$ cat config.mk
export PLATFORM = sky130hd
export DESIGN_NAME = macc_pipe_flat
export DESIGN_NICKNAME = d
export VERILOG_FILES = /design/src/rtl/macc_pkg.sv /design/src/rtl/macc_if.sv /design/src/rtl/macc_sat.sv /design/src/rtl/macc_pipe.sv /design/src/flat_wrapper.sv
export SDC_FILE = /design/constraint.sdc
export NUM_CORES = 1
export LEC_CHECK = 0
export ABC_AREA = 1
export BUFFER_PORTS_ARGS = -buffer_cell sky130_fd_sc_hd__buf_2
export CAP_MARGIN = 20
export CORE_ASPECT_RATIO = 1.5
export CORE_MARGIN = 8
export CORE_UTILIZATION = 45
export DETAILED_ROUTE_END_ITERATION = 12
export GPL_ROUTABILITY_DRIVEN = 1
export SLEW_MARGIN = 0
export SYNTH_ARGS = -nofsm -noshare
export SYNTH_HDL_FRONTEND = slang
export SYNTH_SLANG_ARGS = --single-unit
$ cat constraint.sdc
create_clock -name clk -period 14.3 [get_ports clk]
set_clock_uncertainty 0.2 [all_clocks]
set_input_delay 1.43 -clock clk [delete_from_list [all_inputs] [get_ports clk]]
set_output_delay 1.43 -clock clk [all_outputs]
set_load 0.05 [all_outputs]
$ cat src/rtl/macc_pkg.sv
// rtl/macc_pkg.sv - shared constants and arithmetic helpers for the MAC pipeline
package macc_pkg;

  localparam int DEF_WIDTH = 16;
  localparam int DEF_FRAC  = 0;
  localparam int DEF_GUARD = 8;

  // Widest accumulator the narrowing helpers can handle.
  localparam int MAX_ACC_W = 128;

  function automatic int acc_width(input int width, input int guard);
    return 2 * width + guard;
  endfunction

  // True when v does not fit in a signed field of the given width.
  function automatic logic narrow_ovf(input logic signed [MAX_ACC_W-1:0] v,
                                      input int width);
    logic signed [MAX_ACC_W-1:0] top;
    top = v >>> (width - 1);
    return !((top == '0) || (top == '1));
  endfunction

  // Clamp v to [-2^(width-1), 2^(width-1)-1]; the caller keeps the low width bits.
  function automatic logic signed [MAX_ACC_W-1:0] narrow_sat(input logic signed [MAX_ACC_W-1:0] v,
                                                             input int width);
    logic signed [MAX_ACC_W-1:0] lim;
    lim = '1;
    lim = lim <<< (width - 1);
    if (!narrow_ovf(v, width)) begin
      return v;
    end else if (v[MAX_ACC_W-1]) begin
      return lim;
    end else begin
      return ~lim;
    end
  endfunction

endpackage

$ cat src/rtl/macc_if.sv
// rtl/macc_if.sv - operand/result stream bundle between a producer and macc_pipe
interface macc_if
  import macc_pkg::*;
#(
  parameter int WIDTH = DEF_WIDTH
);

  logic signed [WIDTH-1:0] in0;
  logic signed [WIDTH-1:0] in1;
  logic signed [WIDTH-1:0] in_acc;
  logic                    in_first;
  logic                    in_last;
  logic                    in_valid;
  logic                    in_ready;
  logic signed [WIDTH-1:0] out;
  logic                    out_ovf;
  logic                    out_valid;
  logic                    out_ready;

  modport master (
    output in0, in1, in_acc, in_first, in_last, in_valid, out_ready,
    input  in_ready, out, out_ovf, out_valid
  );

  modport slave (
    input  in0, in1, in_acc, in_first, in_last, in_valid, out_ready,
    output in_ready, out, out_ovf, out_valid
  );

endinterface

$ cat src/rtl/macc_sat.sv
// rtl/macc_sat.sv - fixed-point rescale (floor) and saturating narrow of the accumulator
module macc_sat
  import macc_pkg::*;
#(
  parameter int WIDTH = DEF_WIDTH,
  parameter int FRAC  = DEF_FRAC,
  parameter int ACC_W = acc_width(DEF_WIDTH, DEF_GUARD)
) (
  input  logic signed [ACC_W-1:0] acc,
  output logic signed [WIDTH-1:0] res,
  output logic                    ovf
);

  logic signed [ACC_W-1:0]     shifted;
  logic signed [MAX_ACC_W-1:0] wide;

  assign shifted = acc >>> FRAC;
  assign wide    = MAX_ACC_W'(shifted);
  assign ovf     = narrow_ovf(wide, WIDTH);
  assign res     = WIDTH'(narrow_sat(wide, WIDTH));

endmodule

$ cat src/rtl/macc_pipe.sv
// rtl/macc_pipe.sv - two-stage streaming multiply-accumulate with bias, scaling and saturation
module macc_pipe
  import macc_pkg::*;
#(
  parameter int WIDTH = DEF_WIDTH,
  parameter int FRAC  = DEF_FRAC,
  parameter int GUARD = DEF_GUARD
) (
  input  logic clk,
  input  logic reset,
  macc_if.slave bus
);

  localparam int ACC_W = acc_width(WIDTH, GUARD);
  localparam int P_W   = 2 * WIDTH;

  logic                    stall;
  logic                    accept;
  logic signed [P_W-1:0]   prod;

  logic                    s1_valid;
  logic                    s1_first;
  logic                    s1_last;
  logic signed [P_W-1:0]   s1_p;
  logic signed [WIDTH-1:0] s1_bias;

  logic signed [ACC_W-1:0] acc;
  logic signed [ACC_W-1:0] acc_base;
  logic signed [ACC_W-1:0] acc_next;

  logic signed [WIDTH-1:0] sat_res;
  logic                    sat_ovf;

  logic signed [WIDTH-1:0] out_q;
  logic                    ovf_q;
  logic                    valid_q;

  // Both stages freeze together while a result waits downstream.
  assign stall        = valid_q && !bus.out_ready;
  assign accept       = bus.in_valid && !stall;
  assign bus.in_ready = !stall;

  assign bus.out       = out_q;
  assign bus.out_ovf   = ovf_q;
  assign bus.out_valid = valid_q;

  assign prod = P_W'(bus.in0) * P_W'(bus.in1);

  // A first beat restarts from the scaled bias, dropping any partial sum.
  assign acc_base = s1_first ? (ACC_W'(s1_bias) <<< FRAC) : acc;
  assign acc_next = acc_base + ACC_W'(s1_p);

  macc_sat #(
    .WIDTH (WIDTH),
    .FRAC  (FRAC),
    .ACC_W (ACC_W)
  ) u_sat (
    .acc (acc_next),
    .res (sat_res),
    .ovf (sat_ovf)
  );

  always_ff @(posedge clk) begin
    if (reset) begin
      s1_valid <= 1'b0;
      s1_first <= 1'b0;
      s1_last  <= 1'b0;
      s1_p     <= '0;
      s1_bias  <= '0;
      acc      <= '0;
      out_q    <= '0;
      ovf_q    <= 1'b0;
      valid_q  <= 1'b0;
    end else if (!stall) begin
      s1_valid <= accept;
      if (accept) begin
        s1_p     <= prod;
        s1_first <= bus.in_first;
        s1_last  <= bus.in_last;
        s1_bias  <= bus.in_acc;
      end
      valid_q <= s1_valid && s1_last;
      if (s1_valid) begin
        if (s1_last) begin
          out_q <= sat_res;
          ovf_q <= sat_ovf;
          acc   <= '0;
        end else begin
          acc <= acc_next;
        end
      end
    end
  end

endmodule
$ cat src/flat_wrapper.sv
// flat-port wrapper written by rule: the top's interface ports become plain ports
module macc_pipe_flat import macc_pkg::*;
#(
  parameter int WIDTH = DEF_WIDTH,
  parameter int FRAC  = DEF_FRAC,
  parameter int GUARD = DEF_GUARD
)
  (clk, reset, bus_in0, bus_in1, bus_in_acc, bus_in_first, bus_in_last, bus_in_valid, bus_out_ready, bus_in_ready, bus_out, bus_out_ovf, bus_out_valid);
  macc_if #(.WIDTH(WIDTH)) bus_i ();
  input  logic clk;
  input  logic reset;
  input wire logic [$bits(bus_i.in0)-1:0] bus_in0;
  input wire logic [$bits(bus_i.in1)-1:0] bus_in1;
  input wire logic [$bits(bus_i.in_acc)-1:0] bus_in_acc;
  input wire logic [$bits(bus_i.in_first)-1:0] bus_in_first;
  input wire logic [$bits(bus_i.in_last)-1:0] bus_in_last;
  input wire logic [$bits(bus_i.in_valid)-1:0] bus_in_valid;
  input wire logic [$bits(bus_i.out_ready)-1:0] bus_out_ready;
  output wire logic [$bits(bus_i.in_ready)-1:0] bus_in_ready;
  output wire logic [$bits(bus_i.out)-1:0] bus_out;
  output wire logic [$bits(bus_i.out_ovf)-1:0] bus_out_ovf;
  output wire logic [$bits(bus_i.out_valid)-1:0] bus_out_valid;
  assign bus_i.in0 = bus_in0;
  assign bus_i.in1 = bus_in1;
  assign bus_i.in_acc = bus_in_acc;
  assign bus_i.in_first = bus_in_first;
  assign bus_i.in_last = bus_in_last;
  assign bus_i.in_valid = bus_in_valid;
  assign bus_i.out_ready = bus_out_ready;
  assign bus_in_ready = bus_i.in_ready;
  assign bus_out = bus_i.out;
  assign bus_out_ovf = bus_i.out_ovf;
  assign bus_out_valid = bus_i.out_valid;
  macc_pipe #(.WIDTH(WIDTH), .FRAC(FRAC), .GUARD(GUARD)) u_core (.clk(clk), .reset(reset), .bus(bus_i));
endmodule
==> results of run 1 <==
-- per-layer routing --
| metal | up-vias | part of all wire |
|---|---|---|
| li1 | 7631 | - |
| met1 | 7332 | 0.41 |
| met2 | 302 | 0.53 |
| met3 | 115 | 0.025 |
| met4 | 0 | 0.043 |
| met5 | - | 0 |
-- final cells by class --
| type | instances | share of cell area |
|---|---|---|
| Multi-Input combinational cell | 1752 | 0.687 |
| Timing Repair Buffer | 79 | 0.0218 |
| Clock buffer | 9 | 0.0119 |
| Tap cell | 500 | 0.0331 |
| Clock inverter | 7 | 0.00510 |
| Inverter | 635 | 0.126 |
| Sequential cell | 109 | 0.115 |
-- sequential cells by signal, indices dropped and copies added (netlist names) --
register,flops
u_core.bus.out,16
u_core.bus.out_valid,1
u_core.s1_p,32
u_core.s1_valid,1
u_core.s1_last,1
u_core.bus.out_ovf,1
u_core.acc,40
u_core.s1_first,1
u_core.s1_bias,16
-- worst min-delay path by stage --
stage	start	end	slack, ps	cells after the start
after floorplan	u_core.acc[0]$_SDFFE_PP0P_	u_core.acc[0]$_SDFFE_PP0P_	240	2
after global placement	u_core.bus.out[15]$_SDFFE_PP0P_	u_core.bus.out[15]$_SDFFE_PP0P_	250	2
after detailed placement	u_core.bus.out[15]$_SDFFE_PP0P_	u_core.bus.out[15]$_SDFFE_PP0P_	250	2
after CTS	u_core.bus.out[15]$_SDFFE_PP0P_	u_core.bus.out[15]$_SDFFE_PP0P_	270	2
after global routing	u_core.acc[10]$_SDFFE_PP0P_	u_core.acc[10]$_SDFFE_PP0P_	280	2
final	u_core.bus.out[15]$_SDFFE_PP0P_	u_core.bus.out[15]$_SDFFE_PP0P_	260	2
-- cell families after synthesis --
logic type,after synthesis,synth area share
XOR/XNOR,45,0.0220
adder cells (fa/ha/maj),384,0.378
multiplexers,15,0.00942
AO/OA/AOI/OAI,257,0.0774
AND/OR/NAND/NOR,1051,0.237
buffers and inverters,732,0.155
flip-flops,109,0.122
-- tightest hold or removal path, delay by kind of cell (launching register included) --
family / cells / cell delay, ps
flip-flops: 1 / 310
AND/OR/NAND/NOR: 1 / 60
AO/OA/AOI/OAI: 1 / 50
-- cell usage after synthesis (9+ instances only) --
cell	count	area (µm²)
sky130_fd_sc_hd__a21oi_1	116	581
sky130_fd_sc_hd__a21oi_2	9	78.8
sky130_fd_sc_hd__clkbuf_1	90	338
sky130_fd_sc_hd__dfxtp_1	109	2180
sky130_fd_sc_hd__fa_1	263	5270
sky130_fd_sc_hd__ha_1	121	1510
sky130_fd_sc_hd__inv_1	633	2380
sky130_fd_sc_hd__mux2_2	15	169
sky130_fd_sc_hd__nand2_1	730	2740
sky130_fd_sc_hd__nand2_2	10	62.6
sky130_fd_sc_hd__nand3_1	74	370
sky130_fd_sc_hd__nand3b_1	9	67.6
sky130_fd_sc_hd__nand4_1	15	93.8
sky130_fd_sc_hd__nor2_1	172	646
sky130_fd_sc_hd__nor2_2	10	62.6
sky130_fd_sc_hd__nor3_1	16	80.1
sky130_fd_sc_hd__o21ai_0	106	531
sky130_fd_sc_hd__xnor2_1	15	131
sky130_fd_sc_hd__xor2_1	30	263
-- stage by stage --
stage	instances	hold slack, ps	utilization
after floorplan	2593	243	-
after CTS	3091	266	0.481
after global placement	3075	247	0.473
final	3091	264	0.481
after detailed placement	3075	253	0.473
after global routing	3091	284	0.481
==> out/qor.json, run 1 <==
{
  "outcome": {"value": "completed"},
  "rel_slew_slack": {"value": 0.333},
  "setup_repair_after_global_routing_missed_its_margin": {"value": "false"},
  "cts.path.max_buffers": {"value": 2},
  "fin_ws": {"value": 6790, "unit": "ps"},
  "cts.repair.resized": {"value": 0},
  "synth.lib_cells_used.distinct": {"value": 39},
  "period_needed": {"value": 7510, "unit": "ps"},
  "multiInputGateArea": {"value": 13000, "unit": "µm²"},
  "mostFrequentLayoutCell": {"value": "sky130_fd_sc_hd__nand2_1"},
  "timing.setup.critical_path_class": {"value": "input port to flop"},
  "yosys_register_bits": {"value": 109},
  "grt_util_all_layers": {"value": 0.219},
  "timing.critical_path.slowest_stage_cell": {"value": "sky130_fd_sc_hd__nor4_1"},
  "crit_cells": {"value": 23},
  "fin_area": {"value": 18900, "unit": "µm²"},
  "grt_util_met3": {"value": 0.0148},
  "achievable-frequency": {"value": 133, "unit": "MHz"},
  "cts_made_buffers": {"value": 9},
  "crit_arrival": {"value": 7590, "unit": "ps"},
  "postSynth.asyncResetShare": {"value": 0},
  "layout_common_cells": {"value": "730 x sky130_fd_sc_hd__nand2_1, 632 x sky130_fd_sc_hd__inv_1, 263 x sky130_fd_sc_hd__fa_1"},
  "synth-edff-count": {"value": 0},
  "ys_seq_area_frac": {"value": 0.122},
  "drc": {"value": 0},
  "initialDrtViolationCount": {"value": 674},
  "timing.critical_path.cells": {"value": "buf_2 -> nand2_1 -> inv_1 -> fa_1 -> fa_1 -> fa_1 -> fa_1 -> fa_1 -> inv_1 -> fa_1 -> inv_1 -> ha_1 -> nand2_1 -> nor4_1 -> nand4_1 -> nand3_1 -> nand2_1 -> nand2_1 -> nand2_1 -> nand3_1 -> nand2_1 -> o221ai_1 -> inv_1"},
  "worstSetupStartpointType": {"value": "input port"},
  "crit_path_end_kind": {"value": "flop"},
  "critPathMaxStageDelay": {"value": 790, "unit": "ps"},
  "cts_hold_buffers": {"value": 0},
  "global_route.peak_usage_layer": {"value": "met2"},
  "detailroute.via_count": {"value": 15380},
  "site_rows": {"value": 89},
  "worst-path-max-fanout": {"value": 16},
  "path_buf_inv": {"value": 5},
  "fin_nets": {"value": 3024},
  "post-dp-hpwl": {"value": 42300, "unit": "µm"},
  "worst_hold_path_type": {"value": "flop to flop"},
  "dpl_worst_slack": {"value": 6280, "unit": "ps"},
  "worstSetupEndpoint": {"value": "u_core.s1_p[28]$_SDFFE_PP0P_"},
  "routability_congestion_estimate": {"value": 0.962},
  "setup_tns": {"value": 0, "unit": "ps"},
  "grt_antenna_before_repair": {"value": 0},
  "synth_cells": {"value": 2593},
  "routed_wire_length_per_instance": {"value": 16.1, "unit": "µm"},
  "tritoncts": {"value": "done"},
  "global_route.usage.met1": {"value": 0.243},
  "num_io_pins": {"value": 73},
  "post_synth_instance_area": {"value": 17900, "unit": "µm²"},
  "clockRootBuffer": {"value": "sky130_fd_sc_hd__clkbuf_16"},
  "overall_die_area": {"value": 46600, "unit": "µm²"},
  "total_nets_after_synthesis": {"value": 3031},
  "total_area_of_sequential_cells": {"value": 2180, "unit": "µm²"},
  "wire_length_of_the_first_global_routing_pass": {"value": 80700, "unit": "µm"},
  "rrSetupSlack": {"value": 9280, "unit": "ps"},
  "grt_max_degree": {"value": 50},
  "use_met2": {"value": 0.416},
  "total_number_of_clock_tree_sinks": {"value": 109},
  "cts.htree.levels": {"value": 3},
  "timing_hold_violations_final": {"value": 0},
  "die_w": {"value": 179, "unit": "µm"},
  "layout_worst_path_cycle_share": {"value": 0.525},
  "vert_die_dim": {"value": 260, "unit": "µm"},
  "flow.area_growth_from_synthesis": {"value": 5.44, "unit": "%"},
  "worst_pin_slew": {"value": 996, "unit": "ps"},
  "via_density": {"value": 4.98},
  "first_pass_iters": {"value": 7},
  "setup-violations-final": {"value": 0},
  "core_region_area": {"value": 39300, "unit": "µm²"},
  "worst_ep_required_time": {"value": 14380, "unit": "ps"},
  "r2r.worst_path.cells": {"value": 19},
  "port-buffer-count": {"value": 72},
  "place_area": {"value": 18600, "unit": "µm²"},
  "drive_above_1_share": {"value": 0.0602},
  "dominant_delay_contributor_by_cell_family_on_the_critical_path": {"value": "adder cells"},
  "antenna-diode-count": {"value": 0},
  "cts_setup_buffers": {"value": 0},
  "ys.flop_type": {"value": "sky130_fd_sc_hd__dfxtp_1"},
  "yosysWarningCount": {"value": 0},
  "first_global_vias": {"value": 16127},
  "max_cap_viol_count": {"value": 0},
  "source_to_sink_clock_delay_at_the_later_pin_of_the_worst_skew_pair": {"value": 390, "unit": "ps"},
  "globalRoute.totalOverflow": {"value": 0},
  "critical_path.reg2reg.startpoint": {"value": "u_core.s1_first$_SDFFE_PP0P_"},
  "finalWirelength": {"value": 49800, "unit": "µm"},
  "number_of_nets_with_antenna_violations_after_detailed_routing": {"value": 0},
  "crit_start": {"value": "bus_in1[1]"},
  "clk_pin_slew": {"value": 80, "unit": "ps"},
  "final_max_slew_viols": {"value": 0},
  "fillCellCount": {"value": 4112},
  "floorplan.initialDensity": {"value": 0.456},
  "worst_r2r_endpoint": {"value": "u_core.bus.out[5]$_SDFFE_PP0P_"},
  "syn-mean-instance-area": {"value": 6.92, "unit": "µm²"}
}
Power of run 1 is not shown: default switching activity piles up to over one toggle a cycle in this logic, so the estimate is an artifact.
==> inputs of run 2 (changes only) <==
Clock period 14.3 ns to 7 ns, I/O delays scaled along.
==> out/qor.json, run 2 (synthesis gave the netlist of run 1 again) <==
{
  "outcome": {"value": "completed"},
  "num_io_pins": {"value": 73},
  "drive_above_1_share": {"value": 0.0642},
  "layout_worst_path_cycle_share": {"value": 0.950},
  "period_needed": {"value": 6650, "unit": "ps"},
  "worst_hold_path_type": {"value": "flop to flop"},
  "cts_hold_buffers": {"value": 0},
  "crit_path_end_kind": {"value": "flop"},
  "routability_congestion_estimate": {"value": 0.970},
  "overall_die_area": {"value": 46600, "unit": "µm²"},
  "r2r.worst_path.cells": {"value": 20},
  "crit_arrival": {"value": 6760, "unit": "ps"},
  "number_of_nets_with_antenna_violations_after_detailed_routing": {"value": 0},
  "biggestRegsByFlops": {"value": "u_core.acc x40, u_core.s1_p x32"},
  "grt_antenna_before_repair": {"value": 0},
  "cts_made_buffers": {"value": 9},
  "max_cap_viol_count": {"value": 0},
  "clk_pin_slew": {"value": 80, "unit": "ps"},
  "finalWirelength": {"value": 50400, "unit": "µm"},
  "first_global_vias": {"value": 16477},
  "mostFrequentLayoutCell": {"value": "sky130_fd_sc_hd__nand2_1"},
  "worst_ep_required_time": {"value": 7120, "unit": "ps"},
  "worstSetupStartpointType": {"value": "input port"},
  "floorplan.initialDensity": {"value": 0.456},
  "drc": {"value": 0},
  "timing.setup.critical_path_class": {"value": "input port to flop"},
  "layout_common_cells": {"value": "730 x sky130_fd_sc_hd__nand2_1, 632 x sky130_fd_sc_hd__inv_1, 263 x sky130_fd_sc_hd__fa_1"},
  "fin_area": {"value": 19000, "unit": "µm²"},
  "site_rows": {"value": 89},
  "use_met2": {"value": 0.427},
  "first_pass_iters": {"value": 5},
  "vert_die_dim": {"value": 260, "unit": "µm"},
  "rel_slew_slack": {"value": 0.321},
  "flow.area_growth_from_synthesis": {"value": 5.78, "unit": "%"},
  "fin_nets": {"value": 3035},
  "global_route.usage.met1": {"value": 0.253},
  "antenna-diode-count": {"value": 0},
  "tritoncts": {"value": "done"},
  "final_max_slew_viols": {"value": 0},
  "worst_pin_slew": {"value": 1020, "unit": "ps"},
  "cts.path.max_buffers": {"value": 2},
  "grt_max_degree": {"value": 63},
  "core_region_area": {"value": 39300, "unit": "µm²"},
  "routed_wire_length_per_instance": {"value": 16.2, "unit": "µm"},
  "timing_hold_violations_final": {"value": 0},
  "via_density": {"value": 4.98},
  "worst-path-max-fanout": {"value": 16},
  "setup-violations-final": {"value": 0},
  "place_area": {"value": 18700, "unit": "µm²"},
  "cts_setup_buffers": {"value": 0},
  "initialDrtViolationCount": {"value": 791},
  "cts.htree.levels": {"value": 3},
  "largest_register_ff_count": {"value": 40},
  "critical_path.reg2reg.startpoint": {"value": "u_core.s1_first$_SDFFE_PP0P_"},
  "fin_worst_hold_slack": {"value": 264, "unit": "ps"},
  "port-buffer-count": {"value": 72},
  "globalRoute.totalOverflow": {"value": 0},
  "setup_tns": {"value": 0, "unit": "ps"},
  "worst_r2r_endpoint": {"value": "u_core.bus.out[2]$_SDFFE_PP0P_"},
  "setup_repair_after_global_routing_missed_its_margin": {"value": "false"},
  "clockRootBuffer": {"value": "sky130_fd_sc_hd__clkbuf_16"},
  "die_w": {"value": 179, "unit": "µm"},
  "fillCellCount": {"value": 4071},
  "fin_ws": {"value": 353, "unit": "ps"},
  "cts.repair.resized": {"value": 0},
  "dpl_worst_slack": {"value": 9.21, "unit": "ps"},
  "grt_util_all_layers": {"value": 0.225},
  "global_route.peak_usage_layer": {"value": "met2"},
  "detailroute.via_count": {"value": 15459},
  "worstSetupEndpoint": {"value": "u_core.s1_p[24]$_SDFFE_PP0P_"},
  "wire_length_of_the_first_global_routing_pass": {"value": 83000, "unit": "µm"},
  "grt_util_met3": {"value": 0.0143},
  "achievable-frequency": {"value": 150, "unit": "MHz"},
  "total_number_of_clock_tree_sinks": {"value": 109},
  "regMostFlops": {"value": "u_core.acc"},
  "source_to_sink_clock_delay_at_the_later_pin_of_the_worst_skew_pair": {"value": 380, "unit": "ps"},
  "crit_start": {"value": "bus_in1[1]"},
  "post-dp-hpwl": {"value": 42700, "unit": "µm"},
  "rrSetupSlack": {"value": 2200, "unit": "ps"}
}
-- run 2: cell count changes in the layout (fill, tap and decap cells not counted) --
cell / change
sky130_fd_sc_hd__inv_8: -1
sky130_fd_sc_hd__inv_6: +2
sky130_fd_sc_hd__inv_12: -2
sky130_fd_sc_hd__buf_4: +11
sky130_fd_sc_hd__clkinv_2: +1
-- run 2: how the worst min path moves through the flow --
stage,startpoint,end,slack [ps],cells after the start
after CTS,u_core.bus.out[15]$_SDFFE_PP0P_,u_core.bus.out[15]$_SDFFE_PP0P_,270,2
final,u_core.bus.out[15]$_SDFFE_PP0P_,u_core.bus.out[15]$_SDFFE_PP0P_,260,2
after global routing,u_core.acc[30]$_SDFFE_PP0P_,u_core.acc[30]$_SDFFE_PP0P_,280,2
after floorplan,u_core.acc[0]$_SDFFE_PP0P_,u_core.acc[0]$_SDFFE_PP0P_,240,2
after detailed placement,u_core.bus.out[15]$_SDFFE_PP0P_,u_core.bus.out[15]$_SDFFE_PP0P_,250,2
after global placement,u_core.acc[0]$_SDFFE_PP0P_,u_core.acc[0]$_SDFFE_PP0P_,250,2
-- run 2: layer usage --
layer | vias to the layer above | routed length (µm)
met5 | - | 0
met4 | 0 | 2140
met3 | 97 | 1430
met2 | 325 | 26600
met1 | 7363 | 20200
li1 | 7674 | -
-- run 2: final cells by class --
cell class              count  area [µm²]  area share
clock inverters             7        75.1     0.00396
well taps                 500         626      0.0330
flip-flops and latches    109        2180       0.115
inverters                 635        2380       0.126
clock buffers               9         225      0.0119
repair buffers             90         495      0.0261
multi-input cells        1752       13000       0.684
-- run 2: metrics by stage --
step | util | std cells
global route | 0.483 | 3102
floorplan | - | 2593
detailed placement | 0.475 | 3086
CTS | 0.483 | 3102
global placement | 0.475 | 3086
finish | 0.483 | 3102
-- run 2: critical path: stages --
cell                       delay [ps]
sky130_fd_sc_hd__buf_2            330
sky130_fd_sc_hd__nand2_1          160
sky130_fd_sc_hd__inv_1            140
sky130_fd_sc_hd__fa_1             550
sky130_fd_sc_hd__fa_1             880
sky130_fd_sc_hd__fa_1             520
sky130_fd_sc_hd__fa_1             520
sky130_fd_sc_hd__fa_1             490
sky130_fd_sc_hd__inv_1             50
sky130_fd_sc_hd__fa_1             470
sky130_fd_sc_hd__inv_1             40
sky130_fd_sc_hd__ha_1             340
sky130_fd_sc_hd__nand2_1          140
sky130_fd_sc_hd__nor4_1           560
sky130_fd_sc_hd__nand3_1          320
sky130_fd_sc_hd__a31o_2           310
sky130_fd_sc_hd__nand3_1           70
sky130_fd_sc_hd__o211ai_1          90
sky130_fd_sc_hd__inv_1             80
Power of run 2 is left out for the same reason.
==> inputs of run 3 (changes only) <==
Clock period 7 ns to 7.25 ns, I/O delays scaled along.
==> out/qor.json, run 3 (synthesis gave the netlist of run 1 again) <==
{
  "number_of_nets_with_antenna_violations_after_detailed_routing": {"value": 0},
  "worst_hold_path_type": {"value": "flop to flop"},
  "tritoncts": {"value": "done"},
  "layout_worst_path_cycle_share": {"value": 0.909},
  "setup-violations-final": {"value": 0},
  "power.leakage": {"value": 0.0108, "unit": "µW"},
  "finalWirelength": {"value": 50100, "unit": "µm"},
  "wire_length_of_the_first_global_routing_pass": {"value": 82000, "unit": "µm"},
  "fillCellCount": {"value": 4100},
  "rel_slew_slack": {"value": 0.402},
  "crit_arrival": {"value": 6720, "unit": "ps"},
  "dpl_worst_slack": {"value": 218, "unit": "ps"},
  "drive_above_1_share": {"value": 0.0627},
  "timing.setup.critical_path_class": {"value": "input port to flop"},
  "cts.repair.resized": {"value": 0},
  "final_max_slew_viols": {"value": 0},
  "first_global_vias": {"value": 16128},
  "worst_pin_slew": {"value": 894, "unit": "ps"},
  "achievable-frequency": {"value": 152, "unit": "MHz"},
  "detailroute.via_count": {"value": 15281},
  "max_cap_viol_count": {"value": 0},
  "biggestRegsByFlops": {"value": "u_core.acc x40, u_core.s1_p x32"},
  "clk_pin_slew": {"value": 80, "unit": "ps"},
  "worstSetupStartpointType": {"value": "input port"},
  "cts_hold_buffers": {"value": 0},
  "regMostFlops": {"value": "u_core.acc"},
  "cts.htree.levels": {"value": 3},
  "antenna-diode-count": {"value": 0},
  "mostFrequentLayoutCell": {"value": "sky130_fd_sc_hd__nand2_1"},
  "crit_path_end_kind": {"value": "flop"},
  "routability_congestion_estimate": {"value": 0.974},
  "irDropWorstVdd": {"value": 0.000423, "unit": "V"},
  "vert_die_dim": {"value": 260, "unit": "µm"},
  "setup_repair_after_global_routing_missed_its_margin": {"value": "false"},
  "grt_util_all_layers": {"value": 0.222},
  "cts_made_buffers": {"value": 9},
  "post-dp-hpwl": {"value": 42600, "unit": "µm"},
  "drc": {"value": 0},
  "setup_tns": {"value": 0, "unit": "ps"},
  "clockRootBuffer": {"value": "sky130_fd_sc_hd__clkbuf_16"},
  "core_region_area": {"value": 39300, "unit": "µm²"},
  "total_number_of_clock_tree_sinks": {"value": 109},
  "timing_hold_violations_final": {"value": 0},
  "port-buffer-count": {"value": 72},
  "outcome": {"value": "completed"},
  "routed_wire_length_per_instance": {"value": 16.2, "unit": "µm"},
  "worst-path-max-fanout": {"value": 16},
  "fin_nets": {"value": 3031},
  "total_area_of_sequential_cells": {"value": 2180, "unit": "µm²"},
  "via_density": {"value": 4.93},
  "rrSetupSlack": {"value": 2400, "unit": "ps"},
  "source_to_sink_clock_delay_at_the_later_pin_of_the_worst_skew_pair": {"value": 390, "unit": "ps"},
  "overall_die_area": {"value": 46600, "unit": "µm²"},
  "flow.area_growth_from_synthesis": {"value": 5.66, "unit": "%"},
  "initialDrtViolationCount": {"value": 659},
  "layout_common_cells": {"value": "730 x sky130_fd_sc_hd__nand2_1, 632 x sky130_fd_sc_hd__inv_1, 263 x sky130_fd_sc_hd__fa_1"},
  "grt_antenna_before_repair": {"value": 0},
  "largest_register_ff_count": {"value": 40},
  "floorplan.initialDensity": {"value": 0.456},
  "site_rows": {"value": 89},
  "period_needed": {"value": 6590, "unit": "ps"},
  "grt_max_degree": {"value": 59},
  "cts.path.max_buffers": {"value": 2},
  "fin_ws": {"value": 659, "unit": "ps"},
  "globalRoute.totalOverflow": {"value": 0},
  "cts_setup_buffers": {"value": 0},
  "multiInputGateArea": {"value": 13000, "unit": "µm²"},
  "num_io_pins": {"value": 73},
  "worst_ep_required_time": {"value": 7380, "unit": "ps"},
  "first_pass_iters": {"value": 6},
  "p_per_area": {"value": 524, "unit": "nW/µm²"},
  "die_w": {"value": 179, "unit": "µm"}
}
## run 3: layout make-up
type,count,area share
clock inverters,7,0.00442
well taps,500,0.0330
flip-flops and latches,109,0.115
repair buffers,86,0.0246
multi-input cells,1752,0.685
inverters,635,0.126
clock buffers,9,0.0119
## run 3: through the flow
stage                     hold WS [ps]  power, µW  instance area, µm²  cells   util
after detailed placement           256       9470               18600   3081  0.474
after CTS                          268      10000               18900   3097  0.482
after global routing               290      11400               18900   3098  0.482
final                              265       9930               18900   3098  0.482
after floorplan                    243       7470               17900   2593      -
after global placement             248       9380               18600   3081  0.474
## run 3: path summary, 6_finish.rpt
path,end,cells past startpoint,start
worst min-delay path,u_core.acc[19]$_SDFFE_PP0P_,2,u_core.acc[19]$_SDFFE_PP0P_
worst max-delay path,u_core.s1_p[24]$_SDFFE_PP0P_,19,bus_in1[1]
worst min register to register,u_core.acc[19]$_SDFFE_PP0P_,2,u_core.acc[19]$_SDFFE_PP0P_
worst max register to register,u_core.bus.out[5]$_SDFFE_PP0P_,18,u_core.s1_first$_SDFFE_PP0P_
## run 3: metal layers
metal	wire, µm	track usage	vias up
li1	-	-	7652
met2	26700	0.426	296
met3	1380	0.0155	82
met4	1720	0.0794	0
met5	0	0	-
met1	20300	0.251	7251
## run 3: worst max-delay path: stages
cell and delay (ps):
sky130_fd_sc_hd__buf_2 310, sky130_fd_sc_hd__nand2_1 160, sky130_fd_sc_hd__inv_1 140, sky130_fd_sc_hd__fa_1 550, sky130_fd_sc_hd__fa_1 890, sky130_fd_sc_hd__fa_1 520
sky130_fd_sc_hd__fa_1 520, sky130_fd_sc_hd__fa_1 490, sky130_fd_sc_hd__inv_1 50, sky130_fd_sc_hd__fa_1 470, sky130_fd_sc_hd__inv_1 40, sky130_fd_sc_hd__ha_1 340
sky130_fd_sc_hd__nand2_1 140, sky130_fd_sc_hd__nor4_1 520, sky130_fd_sc_hd__nand3_1 300, sky130_fd_sc_hd__a31o_2 300, sky130_fd_sc_hd__nand3_1 60, sky130_fd_sc_hd__o211ai_1 90
sky130_fd_sc_hd__inv_1 70
## run 3: report_power, final
group | internal [µW] | switching [µW]
Clock | 250 | 272
Combinational | 3360 | 5280
Sequential | 708 | 64.4
Total | 4310 | 5610
Note: power is estimated with default switching activity, not from simulation.
